$ cat config.mk
export PLATFORM = sky130hd
export DESIGN_NAME = expr_sched
export DESIGN_NICKNAME = d
export VERILOG_FILES = /design/src/rtl/expr_sched.sv
export SDC_FILE = /design/constraint.sdc
export NUM_CORES = 1
export LEC_CHECK = 0
export ABC_AREA = 0
export CORE_MARGIN = 2
export CORE_UTILIZATION = 30
export CTS_CLUSTER_SIZE = 25
export DETAILED_ROUTE_END_ITERATION = 7
export PLACE_DENSITY_LB_ADDON = 0.08
export SETUP_SLACK_MARGIN = 0.5
export SYNTH_ARGS = -nofsm -noshare
export SYNTH_HDL_FRONTEND = slang
export SYNTH_SLANG_ARGS = --single-unit
$ cat constraint.sdc
create_clock -name clk -period 5.3 [get_ports clk]
set_input_delay 0.795 -clock clk [delete_from_list [all_inputs] [get_ports clk]]
set_output_delay 0.795 -clock clk [all_outputs]
set_load 0.005 [all_outputs]
$ cat src/rtl/expr_sched.sv
// Scheduler that shares one non-pipelined expr datapath between two requesters.
// Round-robin arbitration, fixed-latency capture, result held until consumed.
module expr_sched #(
    parameter int LATENCY = 56,
    parameter int W       = 32
) (
    input  logic         clk,
    input  logic         reset,
    input  logic [1:0]   in_valid,
    input  logic [W-1:0] in_x0,
    input  logic [W-1:0] in_x1,
    output logic [1:0]   in_ready,
    output logic [W-1:0] dp_x,
    input  logic [W-1:0] dp_result,
    output logic         res_valid,
    output logic [W-1:0] res_data,
    output logic         res_id,
    input  logic         res_ready,
    output logic         busy
);

    localparam int            CW       = $clog2(LATENCY + 1);
    localparam logic [CW-1:0] LAST_CNT = CW'(LATENCY - 1);

    typedef enum logic [1:0] {
        IDLE = 2'd0,
        RUN  = 2'd1,
        DONE = 2'd2
    } state_t;

    state_t         state_q, state_d;
    logic [CW-1:0]  cnt_q, cnt_d;
    logic [W-1:0]   dp_x_q, dp_x_d;
    logic [W-1:0]   res_data_q, res_data_d;
    logic           res_id_q, res_id_d;
    logic           res_valid_q, res_valid_d;
    logic           last_grant_q, last_grant_d;
    logic           grant_idx;
    logic [1:0]     in_ready_c;

    // Handshakes: a transfer happens at a posedge where valid & ready are both
    // high; ready never depends on anything but state, last_grant and valid.
    always_comb begin
        grant_idx  = (&in_valid) ? ~last_grant_q : in_valid[1];
        in_ready_c = '0;
        if (state_q == IDLE && !reset) begin
            in_ready_c[grant_idx] = in_valid[grant_idx];
        end
    end

    always_comb begin
        state_d      = state_q;
        cnt_d        = cnt_q;
        dp_x_d       = dp_x_q;
        res_data_d   = res_data_q;
        res_id_d     = res_id_q;
        res_valid_d  = res_valid_q;
        last_grant_d = last_grant_q;
        case (state_q)
            IDLE: begin
                if (|in_ready_c) begin
                    dp_x_d       = grant_idx ? in_x1 : in_x0;
                    last_grant_d = grant_idx;
                    cnt_d        = '0;
                    state_d      = RUN;
                end
            end
            RUN: begin
                cnt_d = cnt_q + CW'(1);
                // last_grant only moves on a handshake, so it still names the owner here
                if (cnt_q == LAST_CNT) begin
                    res_data_d  = dp_result;
                    res_id_d    = last_grant_q;
                    res_valid_d = 1'b1;
                    state_d     = DONE;
                end
            end
            DONE: begin
                if (res_ready) begin
                    res_valid_d = 1'b0;
                    state_d     = IDLE;
                end
            end
            default: state_d = IDLE;
        endcase
    end

    always_ff @(posedge clk or posedge reset) begin
        if (reset) begin
            state_q      <= IDLE;
            cnt_q        <= '0;
            dp_x_q       <= '0;
            res_data_q   <= '0;
            res_id_q     <= 1'b0;
            res_valid_q  <= 1'b0;
            last_grant_q <= 1'b1;
        end else begin
            state_q      <= state_d;
            cnt_q        <= cnt_d;
            dp_x_q       <= dp_x_d;
            res_data_q   <= res_data_d;
            res_id_q     <= res_id_d;
            res_valid_q  <= res_valid_d;
            last_grant_q <= last_grant_d;
        end
    end

    assign in_ready  = in_ready_c;
    assign dp_x      = dp_x_q;
    assign res_valid = res_valid_q;
    assign res_data  = res_data_q;
    assign res_id    = res_id_q;
    assign busy      = (state_q != IDLE);

endmodule
; ---- Word level (Yosys, flattened, before mapping)
; Cells that the tools add are included.
[totals]
inputBits = 101
register_bits = 75
[op_classes]
n_eq_ne = 6
add_sub_neg = 1
order_cmp = 2
n_reduce_logical = 14
mux = 16
bitwise = 2
[ops]
columns = cell, n
row1 = 32-bit 2-to-1 mux, 1
row2 = 6-bit one-hot mux with 2 select lines, 1
row3 = 2-bit 2-to-1 mux, 4
row4 = 2-bit AND reduction, 4
row5 = "6-bit by 1-bit adder with 6-bit output, second input constant", 1
row6 = "6-bit == test, second input constant", 1
row7 = 1-bit 2-to-1 mux, 6
row8 = 6-bit 2-to-1 mux, 1
row9 = 2-bit one-hot mux with 3 select lines, 1
row10 = 3-bit AND reduction, 2
row11 = 2-bit nonzero test, 3
row12 = "2-bit != test, second input constant", 2
row13 = 2-bit bitwise AND, 1
row14 = "2-bit by 1-bit == test with 1-bit output, second input constant", 1
row15 = "2-bit == test, second input constant", 1
row16 = 1-bit logical AND, 2
row17 = 2-bit logical NOT, 1
row18 = "1-bit by 2-bit less-than comparator with 1-bit output, second input constant", 1
row19 = "2-bit by 1-bit != test with 1-bit output, second input constant", 1
row20 = 1-bit one-hot mux with 2 select lines, 1
row21 = 2-bit OR reduction, 1
row22 = 1-bit demux with 1-bit select, 1
row23 = "1-bit >= comparator, second input constant", 1
row24 = 1-bit logical NOT, 1
row25 = 1-bit NOT, 1

; ---- Logic depth before layout (Yosys ltp)
[depth]
word_depth = 11
ltp_mapped = 5
mapped_depth_nobuf = 4

; ---- Worst setup path after synthesis
; Ideal clock, no wire load.
[synth_path]
path_type = input port to output port
startpoint = input port in_valid[1]
endpoint = output port in_ready[1]
arrival_ns = 1.416
path_stages = 3
required_ns = 4.505
path_slack_ns = 3.089
cell_sequence = a21boi_2 buf_2 and2_1
[synth_via]
elab_chain_len = 8
elab_cells_between_ends = 11
[synth_lines]
columns = element, line_no
row1 = start: declaration, 9  ; input logic [1:0] in_valid,
row2 = 2-bit AND reduction, 44  ; grant_idx = (&in_valid) ? ~last_grant_q : in_valid[1];
row3 = 1-bit 2-to-1 mux, 44
row4 = 1-bit by 2-bit less-than comparator with 1-bit output (implied by the code) or 1-bit >= comparator (tied branches), 47  ; in_ready_c[grant_idx] = in_valid[grant_idx];
row5 = 1-bit logical AND (implied by the code), 47
row6 = 1-bit 2-to-1 mux (implied by the code), 47
row7 = 1-bit demux with 1-bit select, 47
row8 = 2-bit bitwise AND (no line) *, n/a
row9 = 2-bit 2-to-1 mux *, 46  ; if (state_q == IDLE && !reset) begin
row10 = end: declaration, 12  ; output logic [1:0] in_ready,
; Mark *: on every way between the ends. The rest lies on a longest branch, timed or not. The select of a mux whose other input is x is not followed.

; ---- Final worst setup path
; Ends and elaborated chain as after synthesis.

==> flow_metrics.tcl <==
set metrics [dict create \
    status "completed" \
    drive_above_1_share_pct 29.1 \
    start_util_pct 31.0 \
    ys_seq_area_share_pct 55.7 \
    drc 0 \
    stdcell_area_mm2 0.00542 \
    die_x_um 110 \
    syn2layout_area_growth_pct 60.9 \
    p_int_mw 1.70 \
    yosysWarnings 0 \
    core_mm2 0.0109 \
    wl_mm 8.00 \
    swShare_pct 25.3 \
    cts_tree "done" \
    p_leak_nw 2.19 \
    synth_common_cells "mux2_2, dfrtp_1, buf_6" \
    crit_fanout 33 \
    place.port_buffers 169 \
    worstPathArrival_ns 2.58 \
    io_pins 170 \
    yosysMostFrequentCell "mux2_2" \
    drv_cap 0 \
    clock_power_share_pct 23.2 \
    worst_setup_path_end_kind "output port" \
    power.switching_uw 577 \
    h-tree-depth 3 \
    seqPwrFrac_pct 39.7 \
    wl_per_cell_um 14.6 \
    cts_resized 0 \
    pwr-share-comb_pct 37.1 \
    tns_ns 0 \
    grt_pass1_wl_mm 12.4 \
    synth_top_flop_cell "dfrtp_1" \
    num_vias 2492 \
    synthArstFlopShare_pct 100 \
    overflow 0 \
    hold_slack_ns 0.481 \
    powerDensity_mw_per_mm2 420 \
    finalCritPeriodShare_pct 63.6 \
    numCtsBuffers 9 \
    num_rows 38 \
    cts_buffer_depth 2 \
    synth_cell_types 35 \
    rsz0062_at_grt "false" \
    crit_type "in2out" \
    clkTransAtPathRegs_ns 0.07 \
    nets 504 \
    syn_inst 229 \
    ys_ff_latch 75 \
    utilization_pct 49.8 \
    die_y_um 110 \
    firstDrtPassIters 4 \
    multi_input_area_mm2 0.00140 \
    synth.area.top_cells "dfrtp_1, mux2_2, buf_6, dfstp_2, mux2_1" \
    clock.fmax_mhz 297 \
    synth_top_area_share_pct 54.9 \
    post_cts_buffers 0 \
    avgViaCountPerCell 4.56 \
    slew_headroom_pct 62.0 \
    grt_max_degree 45 \
    antenna_found_initial 0 \
    slew_viol_final 0 \
    worstSkewPairLatency_ns 0.33 \
    synthesis.area_mm2 0.00337 \
    start_kind "input pin" \
    ant_nets 0 \
    drtIter0Drc 52 \
    placed_area_mm2 0.00518 \
    worst_pin_slew_ns 0.570 \
    postCtsHoldBufs 0 \
    grtUsageTotal_pct 13.3 \
    yosysTopAreaCell "dfrtp_1" \
    place_hpwl_mm 5.97 \
    cts.sinks 75 \
    syn-num-nets 331 \
    setup_violations 0 \
    grt_pass1_vias 2574 \
    report.final.hold_viol_count 0 \
    dieArea_mm2 0.0121 \
    syn_avg_cell_area_um2 14.7 \
    crit_required_ns 4.51 \
    fin_worst_skew_ns 0.00887 \
    synth_edf_count 0 \
    fillCellCount 1028 \
    total_power_mw 2.28 \
    regArea_mm2 0.00188 \
    ir_worst_vdd_mv 0.215 \
    diodes 0 \
    hp-class "reg2reg" \
    clockRootBuffer "clkbuf_8" \
    gp_congestion 0.743 \
    finalCriticalPeriod_ns 3.37 \
]
-- final cells by class --
cell class,count,area share [%]
Tap cell,140,3.23
Clock buffer,11,2.61
Inverter,4,0.300
Sequential cell,75,34.6
Timing Repair Buffer,172,31.6
Clock inverter,4,1.82
Multi-Input combinational cell,140,25.8
-- logic make-up (layout without fill, tap and decap cells) --
family	count (synthesis)	after routing	share of synthesized area [%]
buffers and inverters	14	191	3.01
DFF	75	75	55.7
AOI/OAI and AO/OA	17	17	3.56
and+or+nand+nor	23	23	4.38
adders and majority gates	1	1	0.371
xor gates and xnor gates	1	1	0.260
muxes	98	98	32.7
-- layout by cell type, fill, tap and decap left out, drive strengths merged, types with 3 or more instances in the layout --
cell / instances
clkdlybuf4s50: 169
mux2: 97
dfrtp: 74
clkbuf: 11
nand2: 5
a21oi: 4
nand3: 4
inv: 3
a31oi: 3
bufinv: 3
buf: 3
nor3: 3
-- layer usage --
| layer | global-route usage (%) | up-vias | wire length, µm |
|---|---|---|---|
| met5 | 0 | - | 0 |
| met4 | 5.42 | 0 | 104 |
| met3 | 2.94 | 9 | 650 |
| met2 | 23.2 | 90 | 4020 |
| met1 | 15.8 | 1227 | 3220 |
| li1 | - | 1166 | - |
-- worst paths after layout --
| check | cells after the start | to | slack [ns] | start |
|---|---|---|---|---|
| min in group asynchronous | 2 | res_data[5] | 1.00 | reset |
| max reg2reg | 4 | dp_x[1] | 3.33 | state_q[0] |
| max in group asynchronous | 3 | dp_x[7] | 3.34 | reset |
| max | 5 | in_ready[1] | 1.93 | in_valid[1] |
| min reg2reg | 1 | cnt_q[5] | 0.48 | cnt_q[5] |
| min | 1 | cnt_q[5] | 0.48 | cnt_q[5] |
-- power groups by stage --
stage          Sequential (mW)  Clock [mW]  Combinational [mW]
2_1_floorplan            0.924           0               0.325
3_3_place_gp             0.914           0               0.854
3_5_place_dp             0.919           0               0.866
4_1_cts                  0.908       0.549               0.867
5_1_grt                  0.939       0.575               0.915
6_report                 0.905       0.529               0.845
-- worst max-delay path, cell delays in order --
cell	delay [ns]
clkdlybuf4s50_1	0.53
a21boi_4	0.18
buf_4	0.37
and2_1	0.19
clkdlybuf4s50_1	0.51
-- registers in the layout (all words and copies together), names as in the netlist --
register / count
state_q: 2
dp_x: 32
res_id: 1
last_grant_q: 1
res_valid: 1
res_data: 32
cnt_q: 6
-- metrics by stage --
| stage | std cells | worst slack [ns] |
|---|---|---|
| 2_1_floorplan | 229 | 2.60 |
| 3_3_place_gp | 531 | 1.91 |
| 3_5_place_dp | 531 | 1.87 |
| 4_1_cts | 546 | 1.87 |
| 5_1_grt | 546 | 1.84 |
| 6_report | 546 | 1.93 |
(Power assumes the default switching activity.)
==> patch: new RTL, same settings <==
Change the parameter `W` from 32 to 40.
--- a/src/rtl/expr_sched.sv
+++ b/src/rtl/expr_sched.sv
@@ -4,3 +4,3 @@
     parameter int LATENCY = 56,
-    parameter int W       = 32
+    parameter int W       = 40
 ) (
Ports: changed (5 resized); port bits go from 170 to 210. No check against the original RTL was run, so the function may have changed too.
==> patch against the original RTL <==
- power up 9.4%
- routed wire length rose by 28%
- count of clock-buffer cells in the layout stayed put
- via count increased by 19%
- cell area increased by 24%
- sequential cell count is 16 higher
- cell count rose by 22%
- setup slack got worse by 62 ps
- synthesized cell count grew 18%
- sequential share of layout area fell by 0.76 points
- synthesized area rose by 25%
==> patch: results (changes against the original RTL) <==
[cts]
postCtsSetupBuffers=0  ; unchanged
numCtsBuffers=9  ; unchanged
cts_max_level=3  ; unchanged
cts_resized=0  ; unchanged
clockRootBuffer=clkbuf_16
clk_latency_ps=340

[placement]
portBuffers=209  ; +24%
gp_congestion=0.6836  ; -8.0%
hpwl_mm=7.574  ; +27%

[setup_path]
r2r_start=state_q[0]
r2r_setup_slack_ps=2900  ; -430 ps
r2r_cells=3  ; -1
worstSetupStartpoint=in_valid[1]
cp_max_fo=41  ; +24%
cp.arrival_ps=2640  ; +60 ps
timing.rr.end=res_data[27]
worstSetupEndpoint=in_ready[1]

[detailed_routing]
drt_iter0_markers=101  ; +94%
drt-met1-wl_mm=4.042  ; +26%
routed-wl-met3_microns=729  ; +12%
via_count=2957  ; +19%
firstDrtPassIters=4  ; unchanged
highest_layer=met4
dr_wl_met2_mm=5.303  ; +32%
wirelength_mm=10.20  ; +28%

[timing]
holdWs_ps=505.2  ; +23.93 ps
tightest_slew_ps=854.0  ; +284.0 ps
clock_skew_ps=6.305  ; -2.567 ps

[layout]
final_layout_size_suffix_gt1_share_pct=30.31  ; +1.2 points
insertedDiodeCount=0  ; unchanged
fillers=1238  ; +20%
layout.nets=606  ; +20%

[logic_synthesis]
synth_async_sr_flop_share_pct=100.0  ; unchanged
synthTopCellsByArea=dfrtp_1, mux2_2, mux2_4, buf_6, dfstp_2
synth_common_cells=dfrtp_1, mux2_2, mux2_4
seq_area_frac_synth_pct=54.05  ; -1.7 points
syn_nets=397  ; +20%
ys_warn_count=0  ; unchanged

[grt]
grt_pass1_wl_mm=15.61  ; +26%
grt_max_degree=52  ; +16%
grtUsageTotal_pct=13.75  ; +0.46 points
antenna_found_initial=0  ; unchanged

[min_path]
worstHoldPathType=reg -> reg
hold_end=dp_x[1]
holdCritStartpoint=dp_x[1]

[power_and_ir_drop]
p_leak_nw=2.849  ; +30%
switching_power_mw=0.6494  ; +13%
ir_drop_mv=0.1820  ; -15%

[outcome]
outcome=completed

[job]
cap_violations=0  ; unchanged

## patch: cell families (layout without fill, tap and decap cells)
group / Yosys count / in the layout / share of synthesized area, %
flip-flops: 91 / 91 / 54.05
adder cells (fa/ha/maj): 1 / 1 / 0.2968
multiplexers: 122 / 122 / 36.06
XOR/XNOR: 1 / 1 / 0.2078
AND/OR/NAND/NOR: 22 / 22 / 3.474
AO/OA/AOI/OAI: 16 / 16 / 2.731
buffers and inverters: 18 / 232 / 3.176
## patch: power by group through the flow
stage               clock (mW)  sequential, mW  combinational, mW
global route             0.661            1.05              0.948
detailed placement           0            1.03              0.890
CTS                      0.631            1.02              0.892
floorplan                    0            1.03              0.355
global placement             0            1.02              0.886
finish                   0.604            1.02              0.873
## patch: area by class of cell
type                            count  area share (%)
Sequential cell                    91           33.87
Timing Repair Buffer              212           31.44
Multi-Input combinational cell    162           26.92
Clock buffer                       11           3.609
Tap cell                          180           3.348
Clock inverter                      5          0.5580
Inverter                            4          0.2604
## patch: through the flow
step           total power, mW  util [%]  instance area, sq um  cells  setup WS (ps)
3_3_place_gp             1.911     46.62                  6446    649           1870
4_1_cts                  2.543     48.65                  6726    665           1842
3_5_place_dp             1.922     46.62                  6446    649           1845
5_1_grt                  2.659     48.65                  6726    665           1762
6_report                 2.494     48.65                  6726    665           1865
2_1_floorplan            1.384         -                  4215    271           2143
## patch: metal layers
layer / GRT usage (%) / vias to the layer above
met5: 0 / -
met3: 5.065 / 11
met4: 3.807 / 0
met2: 23.75 / 100
met1: 16.01 / 1449
li1: - / 1397
## patch: worst max-delay path, cell delays in order
cell,delay [ps]
clkdlybuf4s50_1,520
a21boi_4,180
buf_4,450
and2_1,200
clkdlybuf4s50_1,490
